$ cat src/rtl/inst_trace_buffer.sv
// inst_trace_buffer: retire-trace capture for the RISC core. Writeback-stage
//   instructions are stamped with the RUN cycle count and stored in a circular
//   buffer that is drained through a first-word-fall-through valid/ready port.
// Latency: a captured entry is visible on rd_* the cycle after wb_valid; reads are combinational.
// Backpressure: rd_ready stalls the head; when full, new retirements are dropped
//   (or, with TRACE_OVERWRITE_EN defined, evict the oldest) and overflow is set.
//
// Ports:
//   clk, rst_n            clock, asynchronous active-low reset
//   trace_en              arm/run capture; low returns to IDLE
//   wb_valid/inst/pc      retiring instruction from writeback
//   halt                  core halt level; ends capture
//   rd_ready/valid/inst/pc/stamp  head entry read port
//   count, overflow       occupancy and sticky lost-entry flag
//   cycle_cnt, retire_cnt RUN cycle and retirement counters (saturating)
//   timeout, done         sticky watchdog trip, DONE-state indicator
//
// Optional macro: TRACE_OVERWRITE_EN (overwrite-oldest on full instead of drop-newest).

module inst_trace_buffer #(
  parameter int INST_WIDTH = 32,
  parameter int PC_WIDTH   = 32,
  parameter int DEPTH      = 16,
  parameter int CNT_WIDTH  = 32,
  parameter int TIMEOUT    = 1000
) (
  input  logic                       clk,
  input  logic                       rst_n,
  input  logic                       trace_en,
  input  logic                       wb_valid,
  input  logic [INST_WIDTH-1:0]      wb_inst,
  input  logic [PC_WIDTH-1:0]        wb_pc,
  input  logic                       halt,
  input  logic                       rd_ready,
  output logic                       rd_valid,
  output logic [INST_WIDTH-1:0]      rd_inst,
  output logic [PC_WIDTH-1:0]        rd_pc,
  output logic [CNT_WIDTH-1:0]       rd_stamp,
  output logic [$clog2(DEPTH):0]     count,
  output logic                       overflow,
  output logic [CNT_WIDTH-1:0]       cycle_cnt,
  output logic [CNT_WIDTH-1:0]       retire_cnt,
  output logic                       timeout,
  output logic                       done
);

  localparam int AW = $clog2(DEPTH);
  localparam int CW = AW + 1;
  localparam logic [CNT_WIDTH-1:0] CNT_MAX   = '1;
  localparam logic [CNT_WIDTH-1:0] TIMEOUT_C = CNT_WIDTH'(TIMEOUT);
  localparam logic [CW-1:0]        DEPTH_C   = CW'(DEPTH);

  typedef struct packed {
    logic [INST_WIDTH-1:0] inst;
    logic [PC_WIDTH-1:0]   pc;
    logic [CNT_WIDTH-1:0]  stamp;
  } entry_t;

  typedef enum logic [1:0] {IDLE, RUN, DRAIN, DONE} state_t;

  state_t               state;
  entry_t               mem [DEPTH];
  logic [AW-1:0]        wr_ptr;
  logic [AW-1:0]        rd_ptr;
  logic [CNT_WIDTH-1:0] wd_cnt;

  logic                 capture;
  logic                 pop;
  logic                 full;
  logic                 do_write;
  logic                 evict;
  logic                 lost;
  logic [CW-1:0]        count_nxt;
  logic [CNT_WIDTH-1:0] cycle_inc;
  logic [CNT_WIDTH-1:0] retire_inc;
  logic [CNT_WIDTH-1:0] wd_inc;
  logic                 wd_trip;

  assign rd_valid = (count != '0);
  assign rd_inst  = mem[rd_ptr].inst;
  assign rd_pc    = mem[rd_ptr].pc;
  assign rd_stamp = mem[rd_ptr].stamp;

  always_comb begin
    capture = (state == RUN) && wb_valid;
    pop     = rd_valid && rd_ready;
    full    = (count == DEPTH_C);
`ifdef TRACE_OVERWRITE_EN
    // Full with no pop: the new entry replaces the oldest, so the read
    // pointer steps along with the write pointer.
    do_write = capture;
    evict    = capture && full && !pop;
    lost     = evict;
`else
    // Full with no pop: drop the newest retirement.
    do_write = capture && (!full || pop);
    evict    = 1'b0;
    lost     = capture && full && !pop;
`endif
    count_nxt = count;
    if (do_write && !pop && !evict) count_nxt = count + 1'b1;
    else if (pop && !do_write)      count_nxt = count - 1'b1;

    cycle_inc  = (cycle_cnt  == CNT_MAX) ? cycle_cnt  : cycle_cnt  + 1'b1;
    retire_inc = (retire_cnt == CNT_MAX) ? retire_cnt : retire_cnt + 1'b1;
    wd_inc     = (wd_cnt     == CNT_MAX) ? wd_cnt     : wd_cnt     + 1'b1;
    // Trips on the cycle that completes TIMEOUT consecutive idle RUN cycles.
    wd_trip    = !wb_valid && (wd_inc >= TIMEOUT_C);
  end

  // Storage carries no reset; pointers and count define validity.
  always_ff @(posedge clk) begin
    if (do_write) begin
      mem[wr_ptr] <= entry_t'{inst: wb_inst, pc: wb_pc, stamp: cycle_cnt};
    end
  end

  always_ff @(posedge clk or negedge rst_n) begin
    if (!rst_n) begin
      state      <= IDLE;
      wr_ptr     <= '0;
      rd_ptr     <= '0;
      count      <= '0;
      overflow   <= 1'b0;
      cycle_cnt  <= '0;
      retire_cnt <= '0;
      wd_cnt     <= '0;
      timeout    <= 1'b0;
      done       <= 1'b0;
    end else begin
      if (do_write)     wr_ptr <= wr_ptr + 1'b1;
      if (pop || evict) rd_ptr <= rd_ptr + 1'b1;
      count <= count_nxt;
      if (lost) overflow <= 1'b1;

      case (state)
        IDLE: begin
          if (trace_en) begin
            state      <= RUN;
            cycle_cnt  <= '0;
            retire_cnt <= '0;
            wd_cnt     <= '0;
            overflow   <= 1'b0;
            timeout    <= 1'b0;
          end
        end
        RUN: begin
          cycle_cnt <= cycle_inc;
          if (wb_valid) retire_cnt <= retire_inc;
          wd_cnt <= wb_valid ? '0 : wd_inc;
          if (!trace_en) begin
            state <= IDLE;
          end else if (halt) begin
            state <= DRAIN;
          end else if (wd_trip) begin
            state   <= DRAIN;
            timeout <= 1'b1;
          end
        end
        DRAIN: begin
          if (!trace_en) begin
            state <= IDLE;
          end else if (count == '0) begin
            state <= DONE;
            done  <= 1'b1;
          end
        end
        DONE: begin
          if (!trace_en) begin
            state <= IDLE;
            done  <= 1'b0;
          end
        end
        default: state <= IDLE;
      endcase
    end
  end

endmodule
$ cat config.mk
export PLATFORM = sky130hd
export DESIGN_NAME = inst_trace_buffer
export DESIGN_NICKNAME = d
export VERILOG_FILES = /design/src/rtl/inst_trace_buffer.sv
export SDC_FILE = /design/constraint.sdc
export NUM_CORES = 2
export LEC_CHECK = 0
export ABC_AREA = 1
export BUFFER_PORTS_ARGS = -buffer_cell sky130_fd_sc_hd__buf_2
export CELL_PAD_IN_SITES_DETAIL_PLACEMENT = 1
export CELL_PAD_IN_SITES_GLOBAL_PLACEMENT = 1
export CORE_MARGIN = 10
export CORE_UTILIZATION = 45
export DETAILED_ROUTE_END_ITERATION = 12
export PLACE_DENSITY_LB_ADDON = 0.1
export SLEW_MARGIN = 20
export SYNTH_ARGS = -nofsm -noshare
export SYNTH_HDL_FRONTEND = slang
export SYNTH_SLANG_ARGS = --single-unit
$ cat constraint.sdc
create_clock -name clk -period 7.1 [get_ports clk]
set_input_delay 2.13 -clock clk [delete_from_list [all_inputs] [get_ports clk]]
set_output_delay 2.13 -clock clk [all_outputs]
set_load 0.005 [all_outputs]
==> reports/summary.txt <==
maximum frequency from static timing analysis: 169 MHz
nets: 4996
net switching power: 0.00981 W
worst setup path class: reg -> out
number of failing hold endpoints at the final stage: 0
vias per std cell: 5.95
Final Cycle Share: 83.1%
number of buffer and inverter stages on the critical path: 3
Syn Nets: 4804
cell depth of the worst flop-to-flop path: 9
cell with the most instances after synthesis: sky130_fd_sc_hd__edfxtp_1
CP max stage delay: 0.68 ns
Setup WS post-layout: 1.20 ns
critical hold path startpoint: done
post-synthesis register bit count: 1650
WL final: 189 mm
Hold Path Stages: 1
r2r setup slk: 3.60 ns
status: finished clean
pin count of the biggest net entering global routing: 192
startpoint kind of the worst setup timing path: flip-flop
portion of the post-synthesis area used by sequential elements: 73.8%
Netlist Area Pre-Place: 0.0664 sq mm
share of async-settable or async-resettable flops after synthesis: 6.91%
Horiz. Die Dim: 404 microns
final setup violation count: 0
largest buffer count on any clock path: 3
worst slew pin tran: 1.15 ns
number of global-route vias before repair: 43600
Fin Clk Skew: 0.0284 ns
Synth Flop Type: sky130_fd_sc_hd__edfxtp_1
cell type of the slowest stage on the worst timing path: sky130_fd_sc_hd__dfrtp_4
router iterations before antenna repair: 7
worst r2r dst: mem[15][28]
P&R area growth vs syn: 13.7%
average wire per standard cell: 27.1 microns
post-CTS clock slew at the launch and capture registers of the worst setup and hold paths: 0.06 ns
portion of synthesized cell area occupied by the leading cell type: 69.5%
Worst setup EP type: output pin
largest fanout on the critical path: 116
vertical die dimension: 404 microns
number of routed nets with antenna violations: 0
Netlist cell types: 49
CTS buffer count: 174
share of power burned in combinational logic: 29.7%
post-layout minimum cycle time: 5.90 ns
part of the power in registers: 39.7%
vias after detailed routing: 41500
total setup buffers inserted after CTS: 0
number of antenna violations at the first check in global routing: 17
placer congestion estimate: 0.814
launch instance of the worst register-to-register path: count[0]
Clk Latency, worst-skew pair: 0.79 ns
Max Cap Viol: 0
leakage: 25.6 nW
crit-path cells: inv_8, buf_12, nor2_1, o32ai_1, o211ai_1, nand2_1, buf_2
cts hold-fix bufs: 0
global-route wire length before repair: 282 mm
clock share of power: 30.7%
syn_area_per_cell: 14.1 sq um
required time worst endpoint: 4.97 ns
most area-consuming cells after synthesis: sky130_fd_sc_hd__edfxtp_1 (69%), sky130_fd_sc_hd__mux2i_1 (4.8%), sky130_fd_sc_hd__dfrtp_1 (4.3%)
DRC violations left: 0
all-layer global routing usage: 22.8%
RSZ-0062 raised after global routing: false
Syn. warnings: 0
DRT iter0 DRCs: 3105
gr ovfl total: 0
CP arrival: 3.77 ns
Sink Count: 1650
cell internal power dissipation: 0.0188 W
switching part of the total power: 34.3%
share of layout cells above drive strength 1: 11.8%
count of flip-flops with a built-in enable after synthesis: 1536
leading area contributor after synthesis: sky130_fd_sc_hd__edfxtp_1
final max-slew violation count: 0
floorplan core area: 0.146 sq mm
power per standard cell area: 378 mW/mm^2
Buffers on Ports: 238
number of top-level pins: 239
die outline area: 0.163 sq mm
post-cts resize count: 0
root buffer cell: sky130_fd_sc_hd__clkbuf_16
H-tree level count: 4
Cells after Synth: 4721
synth cell count leaders: sky130_fd_sc_hd__edfxtp_1 (1536), sky130_fd_sc_hd__nor2_1 (644), sky130_fd_sc_hd__o21ai_0 (435), sky130_fd_sc_hd__nand2_1 (356)
final sum of negative setup slack: 0 ns
peak supply drop: 0.305 mV
CTS tree: yes
destination of the critical timing path: rd_stamp[18]
crit path from: rd_ptr[0]
Initial Utilization: 45.4%
num rows: 140
largest delay contributor family on the critical path: buffers and inverters
placed wire-length estimate after detailed placement: 98.2 mm
pre-CTS setup slack: 1.94 ns
max-slew headroom at the worst pin: 23.2%
Hold/Removal Path Class: reg -> reg
instance count on the critical path: 7
kinds of logic after synthesis:
group / after synthesis / synth area share (%)
multiplexers: 321 / 4.84
XOR/XNOR: 50 / 0.671
flip-flops: 1650 / 73.8
adder cells (fa/ha/maj): 13 / 0.256
AO/OA/AOI/OAI: 973 / 9.94
AND/OR/NAND/NOR: 1286 / 7.98
buffers and inverters: 428 / 2.53
how the worst min path moves through the flow:
stage / to / slack [ns]
final: done / 0.53
after CTS: retire_cnt[9] / 0.54
after floorplan: overflow / 0.49
after global routing: retire_cnt[9] / 0.57
after global placement: retire_cnt[9] / 0.51
after detailed placement: done / 0.51
worst register-to-register path: stages, from the launching register on:
cell                      delay, ns
sky130_fd_sc_hd__dfrtp_1       0.45
sky130_fd_sc_hd__nor4_1        0.13
sky130_fd_sc_hd__nand2_1       0.19
sky130_fd_sc_hd__nand2_1       0.20
sky130_fd_sc_hd__nand3_1       0.13
sky130_fd_sc_hd__inv_1         0.07
sky130_fd_sc_hd__nor2_2        0.36
sky130_fd_sc_hd__nand2_1       0.38
sky130_fd_sc_hd__nor2_4        0.91
sky130_fd_sc_hd__buf_12        0.33
power groups by stage:
stage                     sequential [W]  clock, W  combinational [W]
after floorplan                   0.0113         0            0.00530
after global placement            0.0115         0            0.00840
after detailed placement          0.0115         0            0.00855
after CTS                         0.0113   0.00893            0.00860
after global routing              0.0114   0.00933            0.00931
final                             0.0113   0.00875            0.00847
layer usage:
metal	wire length, microns	track usage [%]	up-vias
met5	27	0	-
met4	5350	7.39	4
met3	9880	4.10	293
met2	91400	37.7	1031
met1	82200	30.3	21700
li1	-	-	18500
flip-flops by register name, indices dropped and copies added (netlist names), 2 cells and up:
name	cells
count	5
cycle_cnt	32
mem	1536
rd_ptr	4
retire_cnt	32
state	2
wd_cnt	32
wr_ptr	4
layout by cell type (no fill, tap or decap), types with 45 or more instances in the layout:
cell type / instances
sky130_fd_sc_hd__o211ai_1: 61
sky130_fd_sc_hd__clkbuf_16: 182
sky130_fd_sc_hd__edfxtp_1: 1536
sky130_fd_sc_hd__nand2_1: 355
sky130_fd_sc_hd__clkbuf_1: 54
sky130_fd_sc_hd__o32ai_1: 61
sky130_fd_sc_hd__buf_4: 45
sky130_fd_sc_hd__nor2_1: 628
sky130_fd_sc_hd__buf_2: 237
sky130_fd_sc_hd__dfrtp_1: 110
sky130_fd_sc_hd__nand3_1: 188
sky130_fd_sc_hd__o21ai_0: 435
sky130_fd_sc_hd__o221ai_1: 320
sky130_fd_sc_hd__mux2i_1: 320
sky130_fd_sc_hd__inv_1: 114
cell type report:
cell class                      count  area [sq um]
Inverter                          123           479
Fill cell                       14200         70600
Tap cell                         1917          2400
Clock inverter                     72           591
Sequential cell                  1650         49000
Timing Repair Buffer              321          2310
Antenna cell                        8          20.0
Multi-Input combinational cell   2643         15800
Clock buffer                      241          4830
per-stage QoR:
step / area, sq um / hold WS [ns] / utilization, % / total power, W / cells
floorplan: 66400 / 0.486 / - / 0.0166 / 4721
global placement: 70000 / 0.514 / 47.9 / 0.0199 / 6653
detailed placement: 70000 / 0.515 / 47.9 / 0.0201 / 6653
CTS: 75400 / 0.536 / 51.6 / 0.0289 / 6966
global route: 75500 / 0.565 / 51.6 / 0.0300 / 6972
finish: 75500 / 0.530 / 51.7 / 0.0286 / 6975
(Power assumes the default switching activity.)
